### src/rtl/cam_stream_gen.sv
// Camera-style YUV422 test stream generator (ramp, or colour bars when CAM_STREAM_BARS_EN is defined).
// Outputs are registered and change on the CLOCK_24 edge where PCLK falls; no backpressure.
module cam_stream_gen #(
  parameter int H_ACTIVE = 640,
  parameter int H_BLANK  = 144,
  parameter int V_SYNC   = 3,
  parameter int V_BACK   = 17,
  parameter int V_ACTIVE = 480,
  parameter int V_FRONT  = 10
) (
  input  logic       CLOCK_24,
  input  logic       rst,
  input  logic       en,
  input  logic       pattern_sel,
  output logic       PCLK,
  output logic       VSYNC,
  output logic       HREF,
  output logic [7:0] D,
  output logic       frame_done,
  output logic [7:0] frame_cnt
);

  localparam int LINE  = 2*H_ACTIVE + H_BLANK;
  localparam int HW    = $clog2(LINE);
  localparam int VMAX1 = (V_SYNC > V_BACK) ? V_SYNC : V_BACK;
  localparam int VMAX2 = (V_ACTIVE > V_FRONT) ? V_ACTIVE : V_FRONT;
  localparam int VMAX  = (VMAX1 > VMAX2) ? VMAX1 : VMAX2;
  localparam int VW    = $clog2(VMAX + 1);
  localparam logic [HW-1:0] H_LAST = HW'(LINE - 1);
  localparam logic [HW-1:0] H_HREF = HW'(2*H_ACTIVE);

  typedef enum logic [2:0] {S_IDLE, S_VSYNC, S_VBACK, S_ACTIVE, S_VFRONT} state_t;

  state_t          state_q, state_d;
  logic [HW-1:0]   h_q, h_d;
  logic [VW-1:0]   v_q, v_d;
  logic [VW-1:0]   lines_m1;
  logic            line_end, v_last;
  logic            vsync_d, href_d, done_d;
  logic [7:0]      d_d;
  logic [HW-1:0]   px;

`ifdef CAM_STREAM_BARS_EN
  logic pat_q, pat_d;
  logic [1:0] bar;

  function automatic logic [7:0] bar_byte(input logic [1:0] b, input logic [1:0] kind);
    logic [7:0] y, cb, cr;
    case (b)
      2'd0:    begin y = 8'd76;  cb = 8'd85;  cr = 8'd255; end
      2'd1:    begin y = 8'd150; cb = 8'd44;  cr = 8'd21;  end
      2'd2:    begin y = 8'd226; cb = 8'd0;   cr = 8'd149; end
      default: begin y = 8'd29;  cb = 8'd255; cr = 8'd107; end
    endcase
    return kind[0] ? (kind[1] ? cr : cb) : y;
  endfunction
`else
  logic unused_pattern_sel;
  assign unused_pattern_sel = pattern_sel;
`endif

  always_comb begin
    state_d  = state_q;
    h_d      = h_q;
    v_d      = v_q;
`ifdef CAM_STREAM_BARS_EN
    pat_d    = pat_q;
`endif
    case (state_q)
      S_VSYNC:  lines_m1 = VW'(V_SYNC - 1);
      S_VBACK:  lines_m1 = VW'(V_BACK - 1);
      S_ACTIVE: lines_m1 = VW'(V_ACTIVE - 1);
      S_VFRONT: lines_m1 = VW'(V_FRONT - 1);
      default:  lines_m1 = '0;
    endcase
    line_end = (h_q == H_LAST);
    v_last   = (v_q == lines_m1);

    // Everything advances only on the period boundary, i.e. while PCLK is high.
    if (PCLK) begin
      if (state_q == S_IDLE) begin
        if (en) begin
          state_d = S_VSYNC;
          h_d     = '0;
          v_d     = '0;
`ifdef CAM_STREAM_BARS_EN
          pat_d   = pattern_sel;
`endif
        end
      end else if (!line_end) begin
        h_d = h_q + 1'b1;
      end else begin
        h_d = '0;
        if (!v_last) begin
          v_d = v_q + 1'b1;
        end else begin
          v_d = '0;
          case (state_q)
            S_VSYNC:  state_d = S_VBACK;
            S_VBACK:  state_d = S_ACTIVE;
            S_ACTIVE: state_d = S_VFRONT;
            default:  state_d = en ? S_VSYNC : S_IDLE;
          endcase
`ifdef CAM_STREAM_BARS_EN
          if (state_d == S_VSYNC) pat_d = pattern_sel;
`endif
        end
      end
    end

    // Registered one clock early so the pulse lands on the final clock of VFRONT.
    done_d  = !PCLK && (state_q == S_VFRONT) && line_end && v_last;

    vsync_d = (state_d == S_VSYNC);
    href_d  = (state_d == S_ACTIVE) && (h_d < H_HREF);
    px      = h_d >> 1;
    d_d     = 8'd0;
    if (href_d) d_d = h_d[0] ? 8'd128 : 8'(px);
`ifdef CAM_STREAM_BARS_EN
    if      (px < HW'(H_ACTIVE/4))   bar = 2'd0;
    else if (px < HW'(H_ACTIVE/2))   bar = 2'd1;
    else if (px < HW'(3*H_ACTIVE/4)) bar = 2'd2;
    else                             bar = 2'd3;
    if (href_d && pat_d) d_d = bar_byte(bar, h_d[1:0]);
`endif
  end

  always_ff @(posedge CLOCK_24) begin
    if (rst) begin
      state_q    <= S_IDLE;
      h_q        <= '0;
      v_q        <= '0;
      PCLK       <= 1'b0;
      VSYNC      <= 1'b0;
      HREF       <= 1'b0;
      D          <= 8'd0;
      frame_done <= 1'b0;
      frame_cnt  <= 8'd0;
`ifdef CAM_STREAM_BARS_EN
      pat_q      <= 1'b0;
`endif
    end else begin
      state_q    <= state_d;
      h_q        <= h_d;
      v_q        <= v_d;
      PCLK       <= !PCLK;
      VSYNC      <= vsync_d;
      HREF       <= href_d;
      D          <= d_d;
      frame_done <= done_d;
      if (done_d) frame_cnt <= frame_cnt + 8'd1;
`ifdef CAM_STREAM_BARS_EN
      pat_q      <= pat_d;
`endif
    end
  end

endmodule

### config.mk
export PLATFORM = sky130hd
export DESIGN_NAME = cam_stream_gen
export DESIGN_NICKNAME = d
export VERILOG_FILES = /design/src/rtl/cam_stream_gen.sv
export SDC_FILE = /design/constraint.sdc
export NUM_CORES = 1
export LEC_CHECK = 0
export CAP_MARGIN = 15
export CORE_ASPECT_RATIO = 0.7
export CORE_UTILIZATION = 55
export CTS_BUF_LIST = sky130_fd_sc_hd__clkbuf_2 sky130_fd_sc_hd__clkbuf_4 sky130_fd_sc_hd__clkbuf_8
export DETAILED_ROUTE_END_ITERATION = 8
export PLACE_DENSITY = 0.86
export RECOVER_POWER = 100
export SYNTH_ARGS = -nofsm -noshare
export SYNTH_HDL_FRONTEND = slang
export SYNTH_SLANG_ARGS = --single-unit
### constraint.sdc
create_clock -name CLOCK_24 -period 3.7 [get_ports CLOCK_24]
set_input_delay 0.74 -clock CLOCK_24 [delete_from_list [all_inputs] [get_ports CLOCK_24]]
set_output_delay 0.74 -clock CLOCK_24 [all_outputs]
set_load 0.01 [all_outputs]
==> reports/results.tsv <==
stage	metric	value	unit
pwr	Leak Pwr	0.0009025	µW
setup_path	Max FO, Critical Path	6	
final_layout	Layout Nets	286	
placement	GPL Wtd Cong	0.9100	
timing	fmax	334.9	MHz
synthesis	#FFs+latches synth	43	
detailed_routing	initial drt markers	206	
clocking	clk_lat worst skew	0.29	ns
die	I/O pin total	24	
final_layout	multi-input logic area	0.001265	mm²
timing	RSZ-0062 raised after global routing	no	
synthesis	Cell variety after synth	59	
setup_path	Worst Setup Start Kind	register	
detailed_routing	drt drc	0	
final_layout	fin cells	330	
detailed_routing	Vias	2029	
die	Core Region	0.003694	mm²
timing	min cycle time layout	2.986	ns
synthesis	cell taking the most area after synthesis	dfxtp_1	
placement	Port Buffer Count	22	
timing	worst clock skew	0.003364	ns
synthesis	dominant synthesized flop cell	dfxtp_1	
global_route	first-pass GRT wire length	7969	µm
global_route	initial antenna violation count	0	
clocking	H-tree depth	2	
final_layout	register area	860.8	µm²
global_route	largest net degree at the start of global routing	21	
synthesis	Syn. warnings	0	
synthesis	Net Count, Synth	263	
pwr	PD cells	372.7	mW/mm²
detailed_routing	DRT antenna net count	0	
timing	slew margin rel.	40.54	%
synthesis	area of the mapped netlist	0.002220	mm²
detailed_routing	Avg WL per Cell	14.92	µm
clocking	cts bufs inserted	5	
clocking	clk slew on worst S/H paths	0.08	ns
synthesis	EDFF count, synth	0	
timing	slew at the pin closest to its max-slew limit	0.8919	ns
synthesis	Syn Inst Count	256	
setup_path	critical path class	register to register	
synthesis	Synth top area share	38.78	%
die	row count	18	
timing	Setup TNS Final	0	ns
outcome	status	finished clean	
timing	Final WS setup	0.7136	ns
job	max cap viols	0	
synthesis	most numerous cell in the Yosys netlist	dfxtp_1	
clocking	Hold-fix buffers, CTS	0	
global_route	vias in the first global route	1705	
clocking	maximum clock path buffer count	2	
detailed_routing	final WL	4923	µm
die	Die H	55.15	µm
timing	Final Hold Viols	0	
final_layout	diodes inserted	0	
setup_path	Worst Path Required	3.92	ns
placement	placed cell count	322	
final_layout	synthesis-to-layout area growth	16.35	%
global_route	total track usage	24.71	%
synthesis	Avg Synthesized Cell Area	8.670	µm²
placement	DP HPWL	3470	µm
clocking	post-CTS resize count	0	
setup_path	Worst EP arrival	3.20	ns
min_path	Worst Hold Class	register to register	
setup_path	Register-to-Register Setup Slack	0.71	ns
timing	fin crit share	80.71	%
clocking	postcts setup bufs	0	
global_route	global route total overflow	0	
pwr	Pwr Total	962.5	µW
clocking	CTS tree	yes	
timing	final setup fails	0	
synthesis	top cells by area, synth	dfxtp_1 (39%), nor2_1 (5.7%), a21oi_1 (4.1%)	
timing	fin. max-slew vios	0	
detailed_routing	Pre-antenna DRT Iters	5	
clocking	clk sinks	43	
die	Die ar.	0.004298	mm²
synthesis	Seq/Total Area, Yosys	38.78	%
placement	pre-CTS WS	1.039	ns
pwr	VDD IR-drop max	222.6	µV
synthesis	Post-synth top cells	dfxtp_1 (43), nor2_1 (34), nand2_1 (21)	
detailed_routing	routed vias/inst	6.148	
synthesis	async set or reset register ratio after synthesis	0	%
die	die width	77.93	µm
final_layout	layout cells sized above 1	8.929	%
final_layout	fill cell count	323	
clocking	Root Driver	clkbuf_8	
die	initial core utilization	60.09	%
setup_path	Setup crit end kind	register	
==> layout by cell type (no fill, tap or decap), drive strengths merged, types with 2 or more instances in the layout <==
master / n
nand4: 6
or4: 2
o21a: 3
nand3: 11
xor2: 5
a41oi: 2
nor2: 34
ha: 3
a311oi: 2
o31a: 2
nor4b: 4
clkbuf: 8
or3: 8
nor3b: 2
a22oi: 2
a21oi: 18
dlygate4sd3: 22
o41ai: 2
nor3: 16
inv: 6
nand2: 21
nor4: 5
dfxtp: 43
and3: 3
bufinv: 2
o21ai: 14
nand2b: 5
and2: 2
xnor2: 4
o31ai: 3
==> final cells by class <==
cell class | instances | share of cell area, %
well taps | 50 | 2.422
clock buffers | 6 | 2.955
repair buffers | 25 | 9.109
multi-input cells | 198 | 48.98
clock inverters | 2 | 2.326
inverters | 6 | 0.8721
flip-flops and latches | 43 | 33.33
==> worst max-delay path: stages, from the launching register on <==
cell and delay (ns):
dfxtp_1 0.34, or4b_1 0.66, nor3_1 0.56, nor4b_4 0.47
nand4_1 0.29, or3_1 0.42, a21oi_1 0.16
==> metrics by stage <==
| step | hold slack (ns) | cell area, µm² | util [%] |
|---|---|---|---|
| after floorplan | 0.4672 | 2220 | - |
| after global placement | 0.4757 | 2487 | 67.34 |
| after detailed placement | 0.4837 | 2487 | 67.34 |
| after CTS | 0.5002 | 2624 | 71.04 |
| after global routing | 0.5302 | 2582 | 69.92 |
| final | 0.4943 | 2582 | 69.92 |
==> sequential cells by signal (all words and copies together) (netlist names) <==
name / flops
frame_cnt: 8
HREF: 1
state_q: 3
D: 8
v_q: 9
frame_done: 1
PCLK: 1
h_q: 11
VSYNC: 1
==> path summary, 6_finish.rpt <==
| path | from | endpoint | cells after the start |
|---|---|---|---|
| worst max-delay path | h_q[9]$_SDFF_PP0_ | frame_cnt[7]$_SDFFE_PP0P_ | 6 |
| worst min-delay path | frame_cnt[1]$_SDFFE_PP0P_ | frame_cnt[1]$_SDFFE_PP0P_ | 2 |
| worst max register to register | h_q[9]$_SDFF_PP0_ | frame_cnt[7]$_SDFFE_PP0P_ | 6 |
| worst min register to register | frame_cnt[1]$_SDFFE_PP0P_ | frame_cnt[1]$_SDFFE_PP0P_ | 2 |
==> kinds of logic after synthesis <==
logic type	share of synthesized area, %
AO/OA/AOI/OAI	19.90
XOR/XNOR	3.551
adder cells (fa/ha/maj)	1.691
buffers and inverters	2.705
flip-flops	38.78
multiplexers	0.9583
AND/OR/NAND/NOR	32.41
==> routing by layer <==
| layer | vias to the layer above | GRT usage [%] | wire, µm |
|---|---|---|---|
| met4 | 0 | 11.73 | 44 |
| li1 | 987 | - | - |
| met2 | 75 | 38.64 | 2108 |
| met5 | - | 0 | 0 |
| met1 | 959 | 33.30 | 2468 |
| met3 | 8 | 5.246 | 301 |
==> power by group <==
group	switching, µW	total [µW]	internal (µW)
registers	8.36	474	466
logic	35.1	53.6	18.5
clock network	158	435	277
total	201	962	761
Note: power is estimated with default switching activity, not from simulation.
